===== src/rtl/uart_pkg.sv =====
// Shared UART types and helpers for the receiver and the matching transmitter.
package uart_pkg;

    localparam int unsigned OVERSAMPLE = 16;

    typedef enum logic [1:0] {
        PAR_NONE = 2'd0,
        PAR_ODD  = 2'd1,
        PAR_EVEN = 2'd2
    } parity_e;

    typedef enum logic [2:0] {
        IDLE,
        START,
        DATA,
        PARITY,
        STOP,
        BREAK_WAIT
    } rxState_e;

    function automatic int unsigned calc_div(int unsigned clock, int unsigned baud);
        return clock / (baud * OVERSAMPLE);
    endfunction

    function automatic logic maj3(logic a, logic b, logic c);
        return (a & b) | (a & c) | (b & c);
    endfunction

endpackage


===== src/rtl/uart_baud_tick.sv =====
// Free-running oversample tick divider with a synchronous phase clear.
module uart_baud_tick #(
    parameter int unsigned DIV = 78
) (
    input  logic clk,
    input  logic reset,
    input  logic clear,
    output logic tick
);
    localparam int unsigned CW = (DIV > 1) ? $clog2(DIV) : 1;
    localparam logic [CW-1:0] LAST = CW'(DIV - 1);

    logic [CW-1:0] count;

    always_ff @(posedge clk or negedge reset) begin
        if (!reset) begin
            count <= '0;
        end else if (clear || count == LAST) begin
            count <= '0;
        end else begin
            count <= count + 1'b1;
        end
    end

    assign tick = (count == LAST);

endmodule


===== src/rtl/uart_rx_cfg.sv =====
// Configurable UART receiver: 16x oversampling with 3-sample majority vote,
// optional parity, 1/2 stop bits, false-start rejection and break detection.
module uart_rx_cfg #(
    parameter int unsigned CLOCK_RATE = 12000000,
    parameter int unsigned BAUD_RATE  = 9600,
    parameter int unsigned DATA_BITS  = 8,
    parameter int unsigned PARITY     = 0,
    parameter int unsigned STOP_BITS  = 1,
    parameter int unsigned OVERSAMPLE = 16
) (
    input  logic                 clk,
    input  logic                 reset,
    input  logic                 rxEn,
    input  logic                 rxIn,
    output logic                 rxBusy,
    output logic                 rxDone,
    output logic [DATA_BITS-1:0] rxOut,
    output logic                 rxParityErr,
    output logic                 rxFrameErr,
    output logic                 rxBreak,
    output logic                 rxErr
);
    import uart_pkg::*;

    localparam int unsigned   DIV       = calc_div(CLOCK_RATE, BAUD_RATE);
    localparam parity_e       PAR_MODE  = parity_e'(PARITY[1:0]);
    localparam logic [3:0]    DATA_LAST = 4'(DATA_BITS - 1);
    localparam logic [3:0]    STOP_LAST = 4'(STOP_BITS - 1);

    if (OVERSAMPLE != 16) begin : gBadOversample
        $error("uart_rx_cfg: OVERSAMPLE must be 16");
    end
    if (DATA_BITS < 5 || DATA_BITS > 9) begin : gBadDataBits
        $error("uart_rx_cfg: DATA_BITS must be 5..9");
    end
    if (PARITY > 2) begin : gBadParity
        $error("uart_rx_cfg: PARITY must be 0, 1 or 2");
    end
    if (STOP_BITS < 1 || STOP_BITS > 2) begin : gBadStopBits
        $error("uart_rx_cfg: STOP_BITS must be 1 or 2");
    end
    if (DIV < 1) begin : gBadDiv
        $error("uart_rx_cfg: CLOCK_RATE too low for BAUD_RATE*16");
    end

    logic sync1, line;
    logic tick, divClear;

    rxState_e             state, stateN;
    logic [3:0]           sCnt, sCntN;
    logic [3:0]           idx, idxN;
    logic [DATA_BITS-1:0] shiftReg, shiftN;
    logic [1:0]           samp, sampN;
    logic                 bitVal, bitValN;
    logic                 parBit, parBitN;
    logic                 stopLow, stopLowN;
    logic                 frameC, frameCN;
    logic [DATA_BITS-1:0] outN;
    logic                 doneN, parErrN, frameErrN, breakN;

    logic majNow, dataParity, parErr, firstStopLow, isBreak;

    uart_baud_tick #(.DIV(DIV)) uTick (
        .clk   (clk),
        .reset (reset),
        .clear (divClear),
        .tick  (tick)
    );

    always_ff @(posedge clk or negedge reset) begin
        if (!reset) begin
            sync1 <= 1'b1;
            line  <= 1'b1;
        end else begin
            sync1 <= rxIn;
            line  <= sync1;
        end
    end

    assign majNow       = maj3(samp[0], samp[1], line);
    assign dataParity   = (^shiftReg) ^ parBit;
    assign parErr       = (PAR_MODE == PAR_EVEN) ? dataParity :
                          (PAR_MODE == PAR_ODD)  ? ~dataParity : 1'b0;
    // With one stop bit the first stop is the one being sampled right now.
    assign firstStopLow = (idx == 4'd0) ? ~majNow : stopLow;
    assign isBreak      = (shiftReg == '0) && (PAR_MODE == PAR_NONE || !parBit) && firstStopLow;

    always_comb begin
        stateN    = state;
        sCntN     = sCnt;
        idxN      = idx;
        shiftN    = shiftReg;
        sampN     = samp;
        bitValN   = bitVal;
        parBitN   = parBit;
        stopLowN  = stopLow;
        frameCN   = frameC;
        outN      = rxOut;
        doneN     = 1'b0;
        parErrN   = rxParityErr;
        frameErrN = rxFrameErr;
        breakN    = rxBreak;
        divClear  = 1'b0;

        unique case (state)
            IDLE: begin
                sCntN = '0;
                idxN  = '0;
                if (rxEn && !line) begin
                    stateN   = START;
                    divClear = 1'b1;
                    frameCN  = 1'b0;
                    stopLowN = 1'b0;
                    parBitN  = 1'b0;
                end
            end
            BREAK_WAIT: begin
                if (tick) begin
                    if (!line) begin
                        sCntN = '0;
                    end else if (sCnt == 4'd15) begin
                        stateN = IDLE;
                        sCntN  = '0;
                    end else begin
                        sCntN = sCnt + 4'd1;
                    end
                end
            end
            START, DATA, uart_pkg::PARITY, STOP: begin
                if (tick) begin
                    sCntN = sCnt + 4'd1;
                    if (sCnt == 4'd7) sampN[0] = line;
                    if (sCnt == 4'd8) sampN[1] = line;
                    if (sCnt == 4'd9) bitValN = majNow;
                    if (sCnt == 4'd15) begin
                        if (state == START) begin
                            stateN = bitVal ? IDLE : DATA;
                            idxN   = '0;
                        end else if (state == DATA) begin
                            shiftN = {bitVal, shiftReg[DATA_BITS-1:1]};
                            if (idx == DATA_LAST) begin
                                idxN   = '0;
                                stateN = (PAR_MODE != PAR_NONE) ? uart_pkg::PARITY : STOP;
                            end else begin
                                idxN = idx + 4'd1;
                            end
                        end else if (state == uart_pkg::PARITY) begin
                            parBitN = bitVal;
                            idxN    = '0;
                            stateN  = STOP;
                        end else begin
                            idxN = idx + 4'd1;
                        end
                    end
                    // Frame completes at the last stop bit's centre, not its end,
                    // so a start bit immediately following is still caught.
                    if (state == STOP && sCnt == 4'd9) begin
                        frameCN = frameC | ~majNow;
                        if (idx == 4'd0) stopLowN = ~majNow;
                        if (idx == STOP_LAST) begin
                            outN      = shiftReg;
                            doneN     = 1'b1;
                            parErrN   = parErr;
                            frameErrN = frameC | ~majNow;
                            breakN    = isBreak;
                            stateN    = isBreak ? BREAK_WAIT : IDLE;
                            sCntN     = '0;
                        end
                    end
                end
            end
            default: stateN = IDLE;
        endcase

        if (!rxEn) begin
            stateN    = IDLE;
            sCntN     = '0;
            idxN      = '0;
            outN      = rxOut;
            doneN     = 1'b0;
            parErrN   = rxParityErr;
            frameErrN = rxFrameErr;
            breakN    = rxBreak;
        end
    end

    always_ff @(posedge clk or negedge reset) begin
        if (!reset) begin
            state       <= IDLE;
            sCnt        <= '0;
            idx         <= '0;
            shiftReg    <= '0;
            samp        <= '0;
            bitVal      <= 1'b0;
            parBit      <= 1'b0;
            stopLow     <= 1'b0;
            frameC      <= 1'b0;
            rxOut       <= '0;
            rxDone      <= 1'b0;
            rxParityErr <= 1'b0;
            rxFrameErr  <= 1'b0;
            rxBreak     <= 1'b0;
        end else begin
            state       <= stateN;
            sCnt        <= sCntN;
            idx         <= idxN;
            shiftReg    <= shiftN;
            samp        <= sampN;
            bitVal      <= bitValN;
            parBit      <= parBitN;
            stopLow     <= stopLowN;
            frameC      <= frameCN;
            rxOut       <= outN;
            rxDone      <= doneN;
            rxParityErr <= parErrN;
            rxFrameErr  <= frameErrN;
            rxBreak     <= breakN;
        end
    end

    assign rxBusy = (state == START) || (state == DATA) ||
                    (state == uart_pkg::PARITY) || (state == STOP);
    assign rxErr  = rxParityErr | rxFrameErr | rxBreak;

endmodule


===== config.mk =====
export PLATFORM = sky130hd
export DESIGN_NAME = uart_rx_cfg
export DESIGN_NICKNAME = d
export VERILOG_FILES = /design/src/rtl/uart_pkg.sv /design/src/rtl/uart_baud_tick.sv /design/src/rtl/uart_rx_cfg.sv
export SDC_FILE = /design/constraint.sdc
export NUM_CORES = 1
export LEC_CHECK = 0
export CORE_MARGIN = 2
export CORE_UTILIZATION = 49
export CTS_CLUSTER_SIZE = 40
export DETAILED_ROUTE_END_ITERATION = 8
export DONT_BUFFER_PORTS = 1
export PLACE_DENSITY = 0.75
export SYNTH_ARGS = -nofsm -noshare
export SYNTH_HDL_FRONTEND = slang
export SYNTH_SLANG_ARGS = --single-unit

===== constraint.sdc =====
create_clock -name clk -period 3 [get_ports clk]
set_input_delay 0.6 -clock clk [delete_from_list [all_inputs] [get_ports clk]]
set_output_delay 0.6 -clock clk [all_outputs]
set_load 0.005 [all_outputs]

* Word-level counts from Yosys, hierarchy flattened
Index checks and enable logic that the tools add are counted.
** Operators by class
- $add $sub $neg :: 3
- Equality and inequality tests :: 22
- Mux-type cells :: 48
- Bitwise gates (word level) :: 9
- Reductions and logical operators :: 22
** Operators with widths (number)
- 2-to-1 mux 4 bit :: 14
- 2-to-1 mux 3 bit :: 14
- != test 3 bit, second input constant :: 6
- AND reduction 3 bit :: 5
- AND reduction 5 bit :: 3
- 2-to-1 mux 1 bit :: 13
- == test 4 bit, second input constant :: 3
- case mux 4 bit (3 select lines) :: 1
- case mux 3 bit (3 select lines) :: 1
- adder 4 x 1 -> 4 bit, second input constant :: 2
- == test 4 x 3 -> 1 bit, second input constant :: 2
- logical NOT 8 bit :: 1
- case mux 4 bit (2 select lines) :: 1
- adder 7 x 1 -> 7 bit, second input constant :: 1
- == test 7 bit, second input constant :: 1
- 2-to-1 mux 7 bit :: 1
- == test 3 x 2 -> 1 bit, second input constant :: 2
- == test 3 bit, second input constant :: 2
- != test 2 bit, second input constant :: 3
- logical NOT 4 bit :: 1
- logical OR 1 bit :: 4
- != test 4 x 1 -> 1 bit, second input constant :: 1
- bitwise OR 1 bit :: 4
- case mux 1 bit (2 select lines) :: 2
- other kinds (11) :: 16
** Word-level totals
- Register bits :: 44
- Input port bits :: 4
- Output and inout bits :: 14
- Logic and storage cells :: 120

* Depth between registers and ports, before layout
- Word-level depth :: 12
- Depth in mapped cells :: 8
- Mapped depth without buffers :: 7

* Hierarchy
A second synthesis with hierarchy kept.
** Second synthesis, totals
- Cell total of the unflattened synthesis :: 224
- Area total of the unflattened synthesis :: 2397.3 um2
** Modules (own cells, without submodules)
- uart_rx_cfg :: times used 1, cells an instance 191, area each 2062.0 um2, seq. area each 928.4 um2
- uart_baud_tick :: times used 1, cells an instance 33, area each 335.3 um2, seq. area each 175.2 um2

* Worst setup path before layout
Ideal clock, no wire load.
- Path kind :: input port to flip-flop
- Start point :: input port rxEn
- End point :: register rxOut[0]
- Library setup time :: 0.125 ns
- Data arrival time :: 1.787 ns
- Data required time :: 2.875 ns
- Setup slack :: 1.088 ns
- Stages on the path :: 5
- Buffers on the path :: 2
- Cells stage by stage :: clkbuf_1 > nand3_1 > nor3_2 > buf_6 > mux2_2
** On the way
- Longest elaborated chain between the ends :: 1
** Ends and longest elaborated chain
- start, declared :: RTL line uart_rx_cfg.sv:13 : input logic rxEn,
- AND reduction 5 bit (no line)
- end signal, assigned :: RTL line uart_rx_cfg.sv:213 : rxOut <= outN;
- end, declared :: RTL line uart_rx_cfg.sv:17 : output logic [DATA_BITS-1:0] rxOut,
Every way passes these cells.
A chain may end at the register's enable or synchronous reset.

* Worst setup path in the final report
- Start point :: register state[1]
- End point :: output port rxBusy
** On the way
- Longest elaborated chain between the ends :: 4
- Elaborated cells on any way between the ends :: 7
- Those cells by class :: 4 x eq/ne; 3 x reduce/logical
** Ends and longest elaborated chain
- start, declared :: RTL line uart_rx_cfg.sv:49 : rxState_e state, stateN;
- start signal, assigned :: RTL line uart_rx_cfg.sv:204 : state <= stateN;
- == test 3 x 1 -> 1 bit / == test 3 x 2 -> 1 bit (equally long branches) :: RTL line uart_rx_cfg.sv:221 : assign rxBusy = (state == START) || (state == DATA) ||
- logical OR 1 bit (2 in series) :: RTL line uart_rx_cfg.sv:221
- logical OR 1 bit (*) :: RTL line uart_rx_cfg.sv:222 : (state == uart_pkg::PARITY) || (state == STOP);
- end, declared :: RTL line uart_rx_cfg.sv:15 : output logic rxBusy,
Mark *: on every way between the ends. The rest lies on a longest branch, timed or not.

==> results.json <==
{
  "status": "finished clean",
  "r2r-end": "rxOut[0]$_DFFE_PN0P_",
  "wl_met2_um": 2060,
  "reg2reg_slack_ns": 0.95,
  "grt_usage": 0.182,
  "syn_nets": 226,
  "gr-total-overflow": 0,
  "wl_met1_um": 1950,
  "final_cell_mix": "dfrtp_1 (42), nor2_1 (20), mux2_2 (20), nand2_1 (17), nand3_1 (11)",
  "maxSlewHeadroom": 0.652,
  "syn_area_mm2": 0.00228,
  "fin_ws_ns": 0.740,
  "cap_violations": 0,
  "r2r-start": "idx[0]$_DFFE_PN0P_",
  "port_buffers": 0,
  "synth_cell_type_count": 51,
  "highest_layer": "met4",
  "synth_ff_type": "dfrtp_1",
  "ant_nets": 0,
  "ys_seq_area_frac": 0.484,
  "slew_violations": 0,
  "area.growth.synth_to_final_pct": 7.19,
  "peakVddDrop_mv": 0.364,
  "insertion_delay_ns": 0.31,
  "reg2reg_depth": 7,
  "hpwl_um": 3010,
  "numCtsBuffers": 5,
  "clk_pin_slew_ns": 0.09,
  "grt_pass1_wl_um": 7230,
  "cp_max_fo": 15,
  "vias_per_cell": 5.82,
  "finalInstanceArea_mm2": 0.00244,
  "worstPathArrival_ns": 1.66,
  "grt_pass1_vias": 1482,
  "grt_max_degree": 43,
  "layout_commonest_cell": "dfrtp_1",
  "avgSynthCellArea_um2": 10.6,
  "worstMarginPinSlew_ns": 0.519,
  "die_h_um": 72.2,
  "cts.sinks": 44,
  "place_area_mm2": 0.00231,
  "required_ns": 2.40,
  "drt_iter0_markers": 84,
  "fin_setup_tns_ns": 0,
  "ios": 18,
  "startpoint_type": "register",
  "core.rowCount": 24,
  "wl_per_cell_um": 15.5,
  "clock_skew_ns": 0.0111,
  "setup_violations": 0,
  "gp_congestion": 0.911,
  "remaining_drc_errors": 0,
  "cts_root_buffer": "clkbuf_8",
  "n_antenna_cell": 0,
  "hold_viol_final": 0,
  "async_flop_share": 1.00,
  "core-area_mm2": 0.00441,
  "nets": 229,
  "antenna_found_initial": 0,
  "synth-edff-count": 0,
  "drt_wl_total_um": 4200,
  "ys_seq_elements": 44,
  "yosysWarnings": 0,
  "drive_gt1_frac": 0.187,
  "end_kind": "output port",
  "drtPass1Iterations": 4,
  "rsz0062_at_grt": "no",
  "p_leak_nw": 1.10,
  "routed-via-count": 1578,
  "cts_resized": 0,
  "die_w_um": 72.2,
  "route.met3.wl_um": 128,
  "fmax_mhz": 442,
  "place_ws_ns": 0.986,
  "fin_crit_ns": 2.26,
  "synth_cells": 215,
  "start_util": 0.516,
  "hold_slack_ns": 0.122,
  "tritoncts": "built",
  "crit_type": "register to output port",
  "fp.dieArea_mm2": 0.00521,
  "cts.path.max_buffers": 2,
  "period_share": 0.753,
  "power_density_mw_per_mm2": 503,
  "min_path_type": "input pin to asynchronous set/reset pin",
  "htreeDepth": 2
}
sequential cells by signal, indices dropped and copies added (netlist names), 2 cells and up:
register	count
samp	2
uTick.count	7
state	3
idx	4
rxOut	8
shiftReg	8
sCnt	4
timing repair:
action | in CTS | in global routing
setup buffers | 0 | 0
endpoints found under the hold margin | 42 | 0
hold buffers | 1 | 0
final cells by class:
cell class / count / area (um^2)
inverter: 10 / 37.5
tap: 52 / 65.1
multi-input combinational: 155 / 1090
sequential: 44 / 1100
fill: 361 / 1970
timing repair buffer: 2 / 27.5
clock inverter: 3 / 46.3
clock buffer: 5 / 68.8
cell usage after synthesis (3+ instances only):
cell,number,area [um^2]
mux2_2,20,225
ha_1,7,87.6
xor2_1,4,35.0
a31oi_1,3,18.8
nand4_1,4,25.0
nor4_1,4,25.0
nor2_1,20,75.1
nand3_1,11,55.1
a21oi_1,5,25.0
dfrtp_1,42,1050
nand2_1,17,63.8
nor3_1,4,20.0
o21ai_0,8,40.0
inv_1,10,37.5
nor2b_1,4,25.0
nand2b_1,5,31.3
cells by family (layout without fill, tap and decap cells):
logic type | Yosys count | count (layout) | share of synthesized area
other | 1 | 1 | 0.00164
buffers and inverters | 16 | 20 | 0.0357
and+or+nand+nor | 85 | 85 | 0.210
AOI/OAI and AO/OA | 34 | 34 | 0.0993
muxes | 21 | 21 | 0.103
DFF | 44 | 44 | 0.484
xor gates and xnor gates | 6 | 6 | 0.0231
adders and majority gates | 8 | 8 | 0.0428
where the power goes:
part	leakage (nW)	internal [mW]	switching, mW
clock network	0.0548	0.251	0.213
logic	0.447	0.0475	0.0688
registers	0.601	0.619	0.0290
total	1.10	0.917	0.311
worst max-delay path, stage by stage, from the launching register on:
cell	delay, ns
dfrtp_1	0.55
or3_1	0.48
nand2_1	0.19
inv_1	0.13
metrics by stage:
stage	utilization	std cells	power [mW]
global route	0.554	271	1.29
detailed placement	0.523	262	0.762
floorplan	-	215	0.742
finish	0.554	271	1.23
CTS	0.554	271	1.24
global placement	0.523	262	0.757
routing by layer:
layer / global-route usage / up-vias
li1: - / 786
met1: 0.255 / 766
met2: 0.274 / 21
met3: 0.0500 / 5
met4: 0.0629 / 0
met5: 0 / -
worst max-delay path by stage:
stage	end	depth (start not counted)	startpoint	slack, ns
final	rxBusy	3	state[1]$_DFFE_PN0P_	0.74
after CTS	rxBusy	3	state[1]$_DFFE_PN0P_	0.75
after global placement	rxOut[1]$_DFFE_PN0P_	7	idx[0]$_DFFE_PN0P_	1.03
after floorplan	rxOut[0]$_DFFE_PN0P_	5	rxEn	1.09
after detailed placement	rxOut[6]$_DFFE_PN0P_	7	idx[0]$_DFFE_PN0P_	0.99
after global routing	rxBusy	3	state[2]$_DFFE_PN0P_	0.64
Note: power is estimated with default switching activity, not from simulation.
